--- config.mk ---
export PLATFORM = sky130hd
export DESIGN_NAME = l1i_req_arbiter
export DESIGN_NICKNAME = d
export VERILOG_FILES = /design/src/rtl/l1i_arb_pkg.sv /design/src/rtl/l1i_slot_alloc.sv /design/src/rtl/l1i_req_arbiter.sv
export SDC_FILE = /design/constraint.sdc
export NUM_CORES = 1
export LEC_CHECK = 0
export ABC_AREA = 1
export CELL_PAD_IN_SITES_DETAIL_PLACEMENT = 0
export CELL_PAD_IN_SITES_GLOBAL_PLACEMENT = 1
export CORE_UTILIZATION = 23
export CTS_BUF_LIST = sky130_fd_sc_hd__clkbuf_8 sky130_fd_sc_hd__clkbuf_16
export DETAILED_ROUTE_END_ITERATION = 8
export PLACE_DENSITY = 0.77
export REMOVE_ABC_BUFFERS = 1
export SLEW_MARGIN = 15
export SYNTH_ARGS = -nofsm -noshare
export SYNTH_HDL_FRONTEND = slang
export SYNTH_SLANG_ARGS = --single-unit
export TNS_END_PERCENT = 30
--- constraint.sdc ---
create_clock -name clk -period 1.8 [get_ports clk]
set_input_delay 0.36 -clock clk [delete_from_list [all_inputs] [get_ports clk]]
set_output_delay 0.36 -clock clk [all_outputs]
set_load 0.01 [all_outputs]
--- src/rtl/l1i_arb_pkg.sv ---
// Shared types for the L1I request arbiter: slot owner, slot table entry, tag width.
package l1i_arb_pkg;

    // Default outstanding-request pool size; the slot struct sizes orig_tag from it.
    localparam int unsigned IFQ_DEPTH_DEFAULT = 4;
    localparam int unsigned IFQ_TAG_WIDTH     = $clog2(IFQ_DEPTH_DEFAULT);

    typedef enum logic {
        OWN_DMD = 1'b0,
        OWN_PF  = 1'b1
    } owner_e;

    typedef struct packed {
        logic                     busy;
        owner_e                   owner;
        logic                     killed;
        logic [IFQ_TAG_WIDTH-1:0] orig_tag;
    } slot_t;

endpackage

--- src/rtl/l1i_slot_alloc.sv ---
// Free-slot priority encoder: reports whether any slot is free and the lowest free index.
module l1i_slot_alloc #(
    parameter int unsigned DEPTH = 4
) (
    input  logic [DEPTH-1:0]         busy_i,
    output logic                     found_o,
    output logic [$clog2(DEPTH)-1:0] idx_o
);

    localparam int unsigned IDX_W = $clog2(DEPTH);

    // Scan from the top down so the lowest free index is the last one written.
    always_comb begin
        found_o = 1'b0;
        idx_o   = '0;
        for (int i = int'(DEPTH) - 1; i >= 0; i--) begin
            if (!busy_i[i]) begin
                found_o = 1'b1;
                idx_o   = i[IDX_W-1:0];
            end
        end
    end

endmodule

--- src/rtl/l1i_req_arbiter.sv ---
// Arbitrates demand fetch and next-line prefetch onto the single L1I request port,
// tracks each outstanding request in a slot table and routes responses to their owner.
module l1i_req_arbiter
    import l1i_arb_pkg::*;
#(
    parameter int unsigned L1I_INDEX_WIDTH  = 6,
    parameter int unsigned L1I_OFFSET_WIDTH = 4,
    parameter int unsigned L1I_TAG_WIDTH    = 22,
    parameter int unsigned FETCH_WIDTH      = 128,
    // Must match IFQ_DEPTH_DEFAULT in the package, which sizes the stored tag.
    parameter int unsigned IFQ_DEPTH        = 4,
    parameter int unsigned STARVE_LIMIT     = 4
) (
    input  logic                         clk,
    input  logic                         rst,
    input  logic                         flush_i,
    input  logic                         dmd_req_vld_i,
    output logic                         dmd_req_rdy_o,
    input  logic [L1I_INDEX_WIDTH-1:0]   dmd_req_index_i,
    input  logic [L1I_OFFSET_WIDTH-1:0]  dmd_req_offset_i,
    input  logic [L1I_TAG_WIDTH-1:0]     dmd_req_vtag_i,
    input  logic [$clog2(IFQ_DEPTH)-1:0] dmd_req_if_tag_i,
    input  logic                         pf_req_vld_i,
    output logic                         pf_req_rdy_o,
    input  logic [L1I_INDEX_WIDTH-1:0]   pf_req_index_i,
    input  logic [L1I_OFFSET_WIDTH-1:0]  pf_req_offset_i,
    input  logic [L1I_TAG_WIDTH-1:0]     pf_req_vtag_i,
    output logic                         l1i_req_vld_o,
    input  logic                         l1i_req_rdy_i,
    output logic [L1I_INDEX_WIDTH-1:0]   l1i_req_index_o,
    output logic [L1I_OFFSET_WIDTH-1:0]  l1i_req_offset_o,
    output logic [L1I_TAG_WIDTH-1:0]     l1i_req_vtag_o,
    output logic [$clog2(IFQ_DEPTH)-1:0] l1i_req_if_tag_o,
    input  logic                         l1i_resp_vld_i,
    input  logic [$clog2(IFQ_DEPTH)-1:0] l1i_resp_if_tag_i,
    input  logic [FETCH_WIDTH-1:0]       l1i_resp_data_i,
    output logic                         dmd_resp_vld_o,
    output logic [$clog2(IFQ_DEPTH)-1:0] dmd_resp_if_tag_o,
    output logic                         pf_resp_vld_o,
    output logic [FETCH_WIDTH-1:0]       resp_data_o,
    output logic                         busy_o,
    output logic                         err_resp_o
);

    localparam int unsigned TAG_W    = $clog2(IFQ_DEPTH);
    localparam int unsigned STARVE_W = $clog2(STARVE_LIMIT + 1);

    slot_t                slot_q [IFQ_DEPTH];
    slot_t                slot_d [IFQ_DEPTH];
    slot_t                hit;
    logic [IFQ_DEPTH-1:0] busy_vec;
    logic                 free_found;
    logic [TAG_W-1:0]     free_idx;
    logic [STARVE_W-1:0]  starve_q, starve_d;
    logic                 starve_hit, pf_sel, req_hs;
    logic                 dmd_vld_d, pf_vld_d, err_d;
    logic [TAG_W-1:0]     tag_d;
    logic [FETCH_WIDTH-1:0] data_d;

    // Busy bits of the pre-edge table feed the allocator and busy_o.
    always_comb begin
        for (int i = 0; i < int'(IFQ_DEPTH); i++) begin
            busy_vec[i] = slot_q[i].busy;
        end
    end

    assign busy_o = |busy_vec;

    l1i_slot_alloc #(
        .DEPTH (IFQ_DEPTH)
    ) u_slot_alloc (
        .busy_i  (busy_vec),
        .found_o (free_found),
        .idx_o   (free_idx)
    );

    // Combinational grant: demand first unless the waiting prefetch has been starved.
    always_comb begin
        starve_hit       = (starve_q == STARVE_W'(STARVE_LIMIT));
        pf_sel           = pf_req_vld_i & (~dmd_req_vld_i | starve_hit);
        l1i_req_vld_o    = (dmd_req_vld_i | pf_req_vld_i) & free_found & ~flush_i;
        req_hs           = l1i_req_vld_o & l1i_req_rdy_i;
        dmd_req_rdy_o    = req_hs & ~pf_sel;
        pf_req_rdy_o     = req_hs & pf_sel;
        l1i_req_index_o  = pf_sel ? pf_req_index_i  : dmd_req_index_i;
        l1i_req_offset_o = pf_sel ? pf_req_offset_i : dmd_req_offset_i;
        l1i_req_vtag_o   = pf_sel ? pf_req_vtag_i   : dmd_req_vtag_i;
        l1i_req_if_tag_o = free_idx;
    end

    // Starvation count: demand grants seen while a prefetch waits; held when nothing is granted.
    always_comb begin
        starve_d = starve_q;
        if (!pf_req_vld_i || pf_req_rdy_o) begin
            starve_d = '0;
        end else if (dmd_req_rdy_o && !starve_hit) begin
            starve_d = starve_q + STARVE_W'(1);
        end
    end

    // Table update order: response free, then flush kill, then allocation.
    always_comb begin
        slot_d    = slot_q;
        hit       = slot_q[l1i_resp_if_tag_i];
        dmd_vld_d = 1'b0;
        pf_vld_d  = 1'b0;
        err_d     = 1'b0;
        tag_d     = dmd_resp_if_tag_o;
        data_d    = resp_data_o;
        if (l1i_resp_vld_i) begin
            if (hit.busy) begin
                slot_d[l1i_resp_if_tag_i].busy   = 1'b0;
                slot_d[l1i_resp_if_tag_i].killed = 1'b0;
                if (!hit.killed && !flush_i) begin
                    dmd_vld_d = (hit.owner == OWN_DMD);
                    pf_vld_d  = (hit.owner == OWN_PF);
                    data_d    = l1i_resp_data_i;
                    if (hit.owner == OWN_DMD) begin
                        tag_d = hit.orig_tag;
                    end
                end
            end else begin
                err_d = 1'b1;
            end
        end
        if (flush_i) begin
            for (int i = 0; i < int'(IFQ_DEPTH); i++) begin
                if (slot_d[i].busy) begin
                    slot_d[i].killed = 1'b1;
                end
            end
        end
        // The allocated slot was free pre-edge, so it never collides with the freed one.
        if (req_hs) begin
            slot_d[free_idx].busy     = 1'b1;
            slot_d[free_idx].owner    = pf_sel ? OWN_PF : OWN_DMD;
            slot_d[free_idx].killed   = 1'b0;
            slot_d[free_idx].orig_tag = pf_sel ? '0 : dmd_req_if_tag_i;
        end
    end

    // State and registered response outputs.
    always_ff @(posedge clk) begin
        if (rst) begin
            for (int i = 0; i < int'(IFQ_DEPTH); i++) begin
                slot_q[i] <= '0;
            end
            starve_q          <= '0;
            dmd_resp_vld_o    <= 1'b0;
            pf_resp_vld_o     <= 1'b0;
            err_resp_o        <= 1'b0;
            dmd_resp_if_tag_o <= '0;
            resp_data_o       <= '0;
        end else begin
            for (int i = 0; i < int'(IFQ_DEPTH); i++) begin
                slot_q[i] <= slot_d[i];
            end
            starve_q          <= starve_d;
            dmd_resp_vld_o    <= dmd_vld_d;
            pf_resp_vld_o     <= pf_vld_d;
            err_resp_o        <= err_d;
            dmd_resp_if_tag_o <= tag_d;
            resp_data_o       <= data_d;
        end
    end

endmodule

==> impl_metrics.csv <==
group,metric,value,unit
run_status,outcome,"finished, violations left",
run_status,failed_checks,"setup timing",
place,dp_slack,-546,ps
critical_path,worstPathBufferInverterCount,4,
critical_path,setup.worst_path.class,"flop to primary output",
critical_path,startpoint_type,"flop",
clock_network,clk_root_buffer_cell,"sky130_fd_sc_hd__clkbuf_16",
clock_network,tritoncts_clock_tree,"done",
clock_network,h-tree-depth,4,
synthesis,synth_top_cell_by_area,"sky130_fd_sc_hd__dfxtp_1",
floorplan,initial_utilization,0.234,
global_route,grt_first_pass_wirelength,38.0,mm
critical_path,destination_of_the_worst_register_to_register_timing_path,"slot_q[0]",
floorplan,io_pins,374,
synthesis,synth_area_per_cell,7.10,sq um
synthesis,post_synth_main_area_contributors,"sky130_fd_sc_hd__dfxtp_1, sky130_fd_sc_hd__nor2_1, sky130_fd_sc_hd__nand2_1",
place,portBuffers,373,
clock_network,clk-insertion-delay-late,440,ps
critical_path,r2r_slack,70,ps
critical_path,cp-startpoint,"starve_q[1]",
detailed_routing,routed_wl,24.2,mm
critical_path,path_cells,"inv_2 > ha_4 > nand2_4 > nand2_4 > nand2_8 > clkinv_8 > clkbuf_16 > nand2_1 > nand2_1 > buf_6",
power,leakage,4.93,nW
synthesis,syn_std_cell_area,6300,sq um
critical_path,critical_path_required,1440,ps
sta,setup-violations-final,36,
critical_path,timing.critical_path.to,"l1i_req_vtag_o[13]",
place,dp_hpwl,17.5,mm
floorplan,row_count,60,
global_route,overflow_after_grt,0,
power,worst_ir_drop_vdd,618,uV
detailed_routing,drt_pre_antenna_iters,4,
run,cap_viol_max_count,0,
place,gp_congestion,0.792,
floorplan,die_y,168,microns
final_layout,final_cell_area,12000,sq um
sta,final.hold.worst_slack,470,ps
sta,rsz_0062_raised_after_global_routing,"yes",
final_layout,end_of_flow_core_utilization,0.445,
critical_path,critPathCaptureType,"primary output",
detailed_routing,detail_route.drc_violations,0,
sta,tightestPinTransition,348,ps
floorplan,die_area,28100,sq um
sta,finalWorstSetupSlack,-273,ps
synthesis,netlist-cell-type-count,25,
clock_network,ctsLongestPathBuffers,2,
global_route,gr-usage-all-layers,0.172,
synthesis,postSynthRegisterBits,156,
detailed_routing,vias,7089,
clock_network,cts.sinks,156,
floorplan,die_span_in_x,168,microns
floorplan,core,27000,sq um
final_layout,diodes,0,
sta,timing.max_slew.rel_slack,0.766,
critical_path,slowest_stage,"sky130_fd_sc_hd__dfxtp_2",
global_route,grt_pass1_vias,6952,
detailed_routing,routed_wl_per_cell,14.4,microns
synthesis,seq_area_frac_synth,0.495,
critical_path,peak_fanout_along_the_critical_path,7,
global_route,number_of_antenna_violations_at_the_first_check_in_global_routing,0,
synthesis,syn-instance-count,888,
critical_path,crit-reg2reg-launch,"starve_q[1]",
synthesis,yosys.area.top_type_share,0.495,
final_layout,final-instance-count-excl-fill,1677,
critical_path,reg2regPathDepth,12,
sta,min_cycle_time_layout,2070,ps
detailed_routing,drtIter0Drc,349,
synthesis,ys.warnings.count,0,
place,numPlacedInstances,1624,
min_path,hp-class,"flop to flop",
critical_path,data_arrival_at_the_endpoint_of_the_critical_path,1710,ps
final_layout,area_growth_from_synthesis_to_layout,90.3,%
global_route,maximum_number_of_pins_on_one_net_before_global_route_repair,85,
sta,report.final.hold_viol_count,0,
sta,max_clock_freq,482,MHz
final_layout,n_fill_cell,2717,
detailed_routing,antenna_violating_nets_post_route,0,
clock_network,cts_buffers,17,
power,power.density_cell_area,708,nW/um^2
sta,timing.final.max_slew_violations,0,
critical_path,crit_path_max_incr_delay,330,ps
critical_path,cp_num_cells,10,
final_layout,finalNetCount,1528,
sta,timing.final.crit_share,1.15,
detailed_routing,vias_per_cell,4.23,
final_layout,fraction_of_layout_instances_using_a_drive_strength_above_1,0.172,
critical_path,cp_top_family,"buffers and inverters",
clock_network,path_clk_slew,70,ps
sta,fin_worst_skew,21.2,ps
place,place_area,10900,sq um
==> synth_stat cells <==
master and number:
sky130_fd_sc_hd__o21ai_1 31, sky130_fd_sc_hd__dfxtp_1 156, sky130_fd_sc_hd__inv_1 25, sky130_fd_sc_hd__ha_1 2
sky130_fd_sc_hd__nor2_1 303, sky130_fd_sc_hd__nand4_1 7, sky130_fd_sc_hd__xor2_1 1, sky130_fd_sc_hd__or2_2 1
sky130_fd_sc_hd__nand3_2 1, sky130_fd_sc_hd__nand2_2 1, sky130_fd_sc_hd__nand2_4 1, sky130_fd_sc_hd__a21oi_1 11
sky130_fd_sc_hd__nand3_1 19, sky130_fd_sc_hd__clkbuf_1 24, sky130_fd_sc_hd__o21bai_1 1, sky130_fd_sc_hd__buf_2 15
sky130_fd_sc_hd__or4_1 1, sky130_fd_sc_hd__nand2_1 153, sky130_fd_sc_hd__buf_6 15, sky130_fd_sc_hd__nor2_4 1
sky130_fd_sc_hd__nor2_2 1, sky130_fd_sc_hd__o21ai_0 112, sky130_fd_sc_hd__inv_2 2, sky130_fd_sc_hd__buf_4 2
sky130_fd_sc_hd__nor3_1 2
==> state kept, by name, summed over array words and instances (netlist names) <==
register and cells:
slot_q 16, busy_vec 4, dmd_resp_if_tag_o 2, err_resp_o 1, resp_data_o 128, pf_resp_vld_o 1, starve_q 3, dmd_resp_vld_o 1
==> through the flow <==
step	power (mW)	TNS [ps]
3_3_place_gp	4.75	-58870
5_1_grt	8.90	-12270
3_5_place_dp	4.75	-56700
2_1_floorplan	3.92	-154640
4_1_cts	8.54	-9820
6_report	8.49	-8770
==> area by class of cell <==
class	count	area (sq um)	share of cell area
timing repair buffer	472	4790	0.399
inverter	27	118	0.00980
sequential	156	3130	0.261
clock buffer	17	425	0.0355
multi-input combinational	649	2920	0.243
clock inverter	15	186	0.0155
tap	341	427	0.0356
==> worst reg2reg max path, stage by stage, from the launching register on <==
cell and delay (ps):
sky130_fd_sc_hd__dfxtp_2 330, sky130_fd_sc_hd__inv_2 50, sky130_fd_sc_hd__ha_4 160, sky130_fd_sc_hd__nand2_4 70, sky130_fd_sc_hd__nand2_4 70, sky130_fd_sc_hd__nand2_8 100
sky130_fd_sc_hd__clkinv_8 110, sky130_fd_sc_hd__clkbuf_16 190, sky130_fd_sc_hd__buf_4 140, sky130_fd_sc_hd__buf_4 140, sky130_fd_sc_hd__nor2_4 120, sky130_fd_sc_hd__o21ai_0 100
sky130_fd_sc_hd__nor2_1 90
==> repair_timing <==
action                     4_1_cts  5_1_grt
gates cloned                     6        3
resized for setup              185       67
setup endpoints to repair       41       67
hold buffers                     0        0
setup buffers                   17        1
pin swaps                       15       11
==> cell families (layout without fill, tap and decap cells) <==
family                     after synthesis  in the layout  share of synthesized area
AOI/OAI and AO/OA                      155            155                      0.123
and+or+nand+nor                        491            491                      0.304
xor gates and xnor gates                 1              1                    0.00139
DFF                                    156            156                      0.495
buffers and inverters                   83            531                     0.0714
adders and majority gates                2              2                    0.00397
==> report_power, final <==
group	internal, mW	switching (mW)
clock network	2.00	1.72
registers	3.49	0.0221
logic	0.769	0.488
total	6.26	2.23
==> how the worst min path moves through the flow <==
stage | start | to | depth (start not counted)
5_1_grt | slot_q[11] | slot_q[11] | 2
6_report | slot_q[2] | slot_q[2] | 2
4_1_cts | slot_q[2] | slot_q[2] | 2
3_5_place_dp | slot_q[2] | slot_q[2] | 2
3_3_place_gp | slot_q[2] | slot_q[2] | 2
2_1_floorplan | rst | busy_vec[0] | 1
==> cells in the final DEF, fill, tap and decap left out, drive strengths merged <==
cell	Yosys	final
nand3	20	20
bufinv	0	1
clkinvlp	0	1
nor3	2	2
ha	2	2
dlymetal6s2s	0	5
clkbuf	24	22
dlygate4sd2	0	2
or4	1	1
o21ai	143	143
or2	1	1
o21bai	1	1
nand2	155	155
nand4	7	7
buf	32	131
clkinv	0	7
a21oi	11	11
nor2	305	305
xor2	1	1
clkdlybuf4s50	0	329
inv	27	33
dfxtp	156	156
==> layer usage <==
layer | global-route usage | wire length [microns] | vias to the layer above
met2 | 0.280 | 11200 | 215
met3 | 0.0513 | 1690 | 37
li1 | - | - | 3691
met4 | 0.0658 | 711 | 0
met5 | 0 | 0 | -
met1 | 0.214 | 10600 | 3146
No activity file was read; power rests on OpenSTA's default activity.
